File: config.mk
export PLATFORM = sky130hd
export DESIGN_NAME = mt2015_q4_pipe
export DESIGN_NICKNAME = d
export VERILOG_FILES = /design/src/rtl/mt2015_q4_pkg.sv /design/src/rtl/mt2015_q4_pipe_popcount.sv /design/src/rtl/mt2015_q4_pipe.sv
export SDC_FILE = /design/constraint.sdc
export NUM_CORES = 1
export LEC_CHECK = 0
export BUFFER_PORTS_ARGS = -buffer_cell sky130_fd_sc_hd__buf_4
export CAP_MARGIN = 20
export CORE_MARGIN = 1.5
export CORE_UTILIZATION = 51
export CTS_BUF_LIST = sky130_fd_sc_hd__clkbuf_4
export CTS_CLUSTER_SIZE = 28
export DETAILED_ROUTE_END_ITERATION = 6
export GPL_ROUTABILITY_DRIVEN = 1
export PLACE_DENSITY = 0.84
export SYNTH_ARGS = -nofsm -noshare
export SYNTH_HDL_FRONTEND = slang
export SYNTH_HIERARCHICAL = 1
export SYNTH_SLANG_ARGS = --single-unit
File: constraint.sdc
create_clock -name clk -period 3.35 [get_ports clk]
set_input_delay 0.335 -clock clk [delete_from_list [all_inputs] [get_ports clk]]
set_output_delay 0.335 -clock clk [all_outputs]
set_load 0.05 [all_outputs]
File: src/rtl/mt2015_q4_pkg.sv
// mt2015_q4_pkg
//   Shared definitions for the q4 lane pipeline.
//   - mode_e  : per-beat function select (Q4, A_ONLY, B_ONLY, AND)
//   - fa/fb   : per-lane partial terms A = (x^y)&x, B = ~(x^y)
//   - combine : folds A/B into the lane result for a given mode
package mt2015_q4_pkg;

  typedef enum logic [1:0] {
    Q4     = 2'd0,
    A_ONLY = 2'd1,
    B_ONLY = 2'd2,
    AND    = 2'd3
  } mode_e;

  function automatic logic fa(input logic xb, input logic yb);
    return (xb ^ yb) & xb;
  endfunction

  function automatic logic fb(input logic xb, input logic yb);
    return ~(xb ^ yb);
  endfunction

  // AND mode is always 0 because A and B are mutually exclusive; it is
  // still a legal select.
  function automatic logic combine(input mode_e m, input logic a, input logic b);
    logic r;
    r = 1'b0;
    case (m)
      Q4:      r = (a | b) ^ (a & b);
      A_ONLY:  r = a;
      B_ONLY:  r = b;
      AND:     r = a & b;
      default: r = 1'b0;
    endcase
    return r;
  endfunction

endpackage

File: src/rtl/mt2015_q4_pipe_popcount.sv
// mt2015_q4_pipe_popcount
//   Combinational population count of a W-bit vector.
//   Ports:
//     bits : input  [W-1:0]            vector to count
//     ones : output [$clog2(W+1)-1:0]  number of set bits in bits
module mt2015_q4_pipe_popcount
  import mt2015_q4_pkg::*;
#(
  parameter int W = 8
) (
  input  logic [W-1:0]             bits,
  output logic [$clog2(W+1)-1:0]   ones
);

  localparam int OW = $clog2(W + 1);

  always_comb begin
    ones = '0;
    for (int i = 0; i < W; i++) begin
      ones = ones + OW'(bits[i]);
    end
  end

endmodule

File: src/rtl/mt2015_q4_pipe.sv
// mt2015_q4_pipe
//   Two-stage valid/ready pipeline evaluating the q4 network on LANES
//   independent x/y bit pairs, with per-beat mode select, a popcount of
//   each result and a saturating count of delivered beats.
//   Ports:
//     clk       : clock, rising edge
//     areset    : asynchronous active-high reset
//     in_valid  : producer offers a beat on x/y/mode
//     in_ready  : beat accepted this cycle (never depends on in_valid)
//     mode      : function select captured with the beat
//     x, y      : per-lane operands
//     out_valid : z/z_ones hold a valid beat
//     out_ready : consumer takes the beat this cycle
//     z         : per-lane result
//     z_ones    : number of set bits in z
//     beat_cnt  : saturating count of output handshakes
module mt2015_q4_pipe
  import mt2015_q4_pkg::*;
#(
  parameter int LANES = 8,
  parameter int CNT_W = 16
) (
  input  logic                        clk,
  input  logic                        areset,
  input  logic                        in_valid,
  output logic                        in_ready,
  input  logic [1:0]                  mode,
  input  logic [LANES-1:0]            x,
  input  logic [LANES-1:0]            y,
  output logic                        out_valid,
  input  logic                        out_ready,
  output logic [LANES-1:0]            z,
  output logic [$clog2(LANES+1)-1:0]  z_ones,
  output logic [CNT_W-1:0]            beat_cnt
);

  localparam int ONES_W = $clog2(LANES + 1);

  function automatic logic [CNT_W-1:0] sat_inc(input logic [CNT_W-1:0] v);
    return (&v) ? v : v + 1'b1;
  endfunction

  logic [LANES-1:0]  a_p0, b_p0;
  logic [LANES-1:0]  a_p1, b_p1;
  mode_e             mode_p1;
  logic              vld_p1;
  logic [LANES-1:0]  z_nxt_p1;
  logic [ONES_W-1:0] ones_nxt_p1;
  logic [LANES-1:0]  z_p2;
  logic [ONES_W-1:0] ones_p2;
  logic              vld_p2;
  logic              s1_load, s2_load;

  // A stage loads when empty or when its beat leaves this cycle.
  assign s2_load  = !vld_p2 | out_ready;
  assign s1_load  = !vld_p1 | s2_load;
  assign in_ready = s1_load;

  // ---- stage 0: partial terms from the raw operands ----
  always_comb begin
    a_p0 = '0;
    b_p0 = '0;
    for (int i = 0; i < LANES; i++) begin
      a_p0[i] = fa(x[i], y[i]);
      b_p0[i] = fb(x[i], y[i]);
    end
  end

  // ---- stage 1: A, B and mode registers ----
  always_ff @(posedge clk or posedge areset) begin
    if (areset) begin
      vld_p1 <= 1'b0;
    end else if (s1_load) begin
      vld_p1 <= in_valid;
    end
  end

  always_ff @(posedge clk) begin
    if (s1_load && in_valid) begin
      a_p1    <= a_p0;
      b_p1    <= b_p0;
      mode_p1 <= mode_e'(mode);
    end
  end

  always_comb begin
    z_nxt_p1 = '0;
    for (int i = 0; i < LANES; i++) begin
      z_nxt_p1[i] = combine(mode_p1, a_p1[i], b_p1[i]);
    end
  end

  mt2015_q4_pipe_popcount #(
    .W (LANES)
  ) u_popcount (
    .bits (z_nxt_p1),
    .ones (ones_nxt_p1)
  );

  // ---- stage 2: result, popcount and output valid ----
  always_ff @(posedge clk or posedge areset) begin
    if (areset) begin
      vld_p2  <= 1'b0;
      z_p2    <= '0;
      ones_p2 <= '0;
    end else if (s2_load) begin
      vld_p2 <= vld_p1;
      if (vld_p1) begin
        z_p2    <= z_nxt_p1;
        ones_p2 <= ones_nxt_p1;
      end
    end
  end

  always_ff @(posedge clk or posedge areset) begin
    if (areset) begin
      beat_cnt <= '0;
    end else if (vld_p2 && out_ready) begin
      beat_cnt <= sat_inc(beat_cnt);
    end
  end

  assign out_valid = vld_p2;
  assign z         = z_p2;
  assign z_ones    = ones_p2;

endmodule

==> flow_summary_export.csv <==
group,metric,value,unit
route,totalWireLength,4250,µm
synthesis,synth_common_cells,"dfrtp_1 (30), inv_1 (24), ha_1 (20)",
synthesis,syn-mean-instance-area,13.5,µm²
placement,port_buffers,51,
critical_path,crit_type,"reg2reg",
timing,period_needed,3.79,ns
synthesis,synth_cells,186,
cts,clk_latency,0.35,ns
cts,cts_root_buffer,"clkbuf_4",
timing,period_share,1.13,
cts,cts_tree,"yes",
route,drt-initial-drc-count,33,
synthesis,yosys_most_used_dff,"dfrtp_1",
placement,dpl.cell_count,304,
timing,hold_viol,0,
final_layout,syn2layout_area_growth,24.2,%
die,chipHeight,73.0,µm
grt,grt_util_all_layers,0.178,
timing,finalWorstSetupSlack,-0.436,ns
grt,grt_pass1_vias,1579,
synthesis,ys_async_sr_fraction,0.625,
die,row_count,25,
die,die_area,0.00534,mm²
route,wl_per_cell,13.5,µm
die,coreArea,0.00472,mm²
run_status,violations,"negative setup slack",
timing,setup_viol_count_final,3,
synthesis,ys_seq_elements,48,
die,die_x,73.0,µm
synthesis,yosys-top-cells-area,"dfrtp_1 (30%), edfxtp_1 (22%), ha_1 (10%), mux4_2 (7.2%), mux2_2 (6.3%)",
power,max-vdd-ir-drop,0.313,mV
grt,grt-ovfl-total,0,
hold_path,min_from,"mode[1]",
die,io_pins,52,
route,drcViolationCount,0,
route,viasPerCell,5.06,
grt,grt_max_degree,24,
synthesis,yosys.area.top_type,"dfrtp_1",
timing,slew_violations,0,
final_layout,nets,294,
critical_path,setup.worst_path.start,"a_p1[3]",
route,vias,1600,
timing,relSlewSlack,0.463,
route,drtAntennaViolNets,0,
cts,clockBufferDepth,2,
synthesis,post-synth-top-count-cell,"dfrtp_1",
critical_path,regToRegStartpoint,"a_p1[3]",
synthesis,synthDistinctLibCells,34,
placement,place_ws,-0.467,ns
timing,rsz0062_at_grt,"yes",
synthesis,synth_enable_flop_cells,18,
final_layout,fin_cells,316,
power,power_density,627,mW/mm²
run_status,outcome,"finished with violations",
final_layout,final_core_util,0.658,
cts,cts.sinks,48,
critical_path,worst_ep_required_time,3.60,ns
critical_path,end_kind,"flip-flop",
timing,timing.fmax,264,MHz
critical_path,cp.arrival,4.04,ns
synthesis,syn-cell-area,0.00250,mm²
job,cap_violations,0,
power,power,1950,µW
power,power_leakage,0.00148,µW
route,dr.pass1.iters,4,
cts,clkTransAtPathRegs,0.13,ns
critical_path,worstPathMaxFanout,2,
die,initial_core_util,0.530,
synthesis,synth_top_area_share,0.300,
final_layout,layout-drive-gt1-share,0.398,
cts,cts_buffers,5,
cts,h-tree-depth,2,
synthesis,synth-warning-count,6,
placement,gp_congestion,0.764,
placement,post-dp-hpwl,3340,µm
synthesis,synth_nets,232,
grt,antenna_found_initial,0,
grt,grt_first_pass_wirelength,7200,µm
timing,worst_slew_pin_slew,0.806,ns
critical_path,cp-start-kind,"flip-flop",
hold_path,hp-class,"in2reg",
synthesis,yosysSeqAreaShare,0.516,
timing,finalClockSkew,0.00761,ns
final_layout,antenna_cells,0,
placed cells by master (no fill, tap or decap), types with 2 or more instances in the layout:
master and count:
nor4b_1 2, nand4_1 4, nor3_1 4, a21oi_1 2, mux2_4 2, nand2b_1 4
mux4_2 8, inv_2 5, ha_1 19, clkbuf_4 7, xnor2_1 4, nor2_1 6
a31oi_1 2, nand3b_1 2, edfxtp_1 18, buf_4 56, nand3_1 6, and2_1 2
fa_1 3, mux2_2 13, inv_1 19, nand2_1 7, xor2_1 7, dfrtp_1 30
through the flow:
step | hold slack [ns] | cell area [µm²] | setup TNS, ns
floorplan | 0.426 | 2500 | -0.512
global placement | 0.469 | 2970 | -0.605
detailed placement | 0.343 | 3000 | -1.07
CTS | 0.136 | 3100 | -1.08
global route | 0.124 | 3110 | -1.38
finish | 0.159 | 3110 | -1.10
critical path, cell delays in order (launching register included):
cell and delay [ns]:
edfxtp_1 0.42, ha_1 0.32, mux4_2 0.49, inv_2 0.07
fa_1 0.42, fa_1 0.52, fa_2 0.45, inv_2 0.08
ha_4 0.13, inv_2 0.03, fa_1 0.37, xnor2_1 0.14
mux2_2 0.26
layer usage:
metal  vias up  GRT usage  part of all wire
met1       773      0.217              0.42
met2        34      0.309              0.53
li1        786          -                 -
met5         -          0                 0
met3         7     0.0387             0.033
met4         0     0.0629             0.015
where the power goes:
group          switching (µW)  internal (µW)  total (µW)
registers                98.1            718         816
logic                     527            341         868
clock network             169           97.3         266
total                     795           1160        1950
timing repair:
action	4_1_cts	5_1_grt
pin swaps	1	0
setup endpoints to repair	4	4
endpoints found under the hold margin	7	0
resized for setup	8	1
hold buffers	1	0
buffers inserted	2	1
registers in the layout, summed over array words and instances, names as in the netlist:
signal	count
mode_p1	2
z	8
out_valid	1
a_p1	8
z_ones	4
beat_cnt	16
vld_p1	1
b_p1	8
final timing paths:
path                       slack (ns)  depth (start not counted)          to
min in group asynchronous        0.51                          3        z[2]
setup / recovery                -0.44                         12   z_ones[2]
hold / removal                   0.16                          1  mode_p1[1]
setup reg to reg                -0.44                         12   z_ones[2]
hold reg to reg                  0.51                          1   out_valid
max in group asynchronous        2.40                          4        z[1]
logic make-up after synthesis:
| kind of cell | share of synthesized area |
|---|---|
| flip-flops | 0.516 |
| AND/OR/NAND/NOR | 0.112 |
| buffers and inverters | 0.0415 |
| adder cells (fa/ha/maj) | 0.132 |
| multiplexers | 0.141 |
| XOR/XNOR | 0.0385 |
| AO/OA/AOI/OAI | 0.0190 |
layout make-up:
cell class / count / area (µm²)
tap: 67 / 83.8
multi-input combinational: 111 / 1130
clock buffer: 7 / 52.6
inverter: 24 / 90.1
timing repair buffer: 58 / 458
sequential: 48 / 1290
clock inverter: 1 / 3.75
fill: 385 / 1610
No activity file was read; power rests on OpenSTA's default activity.
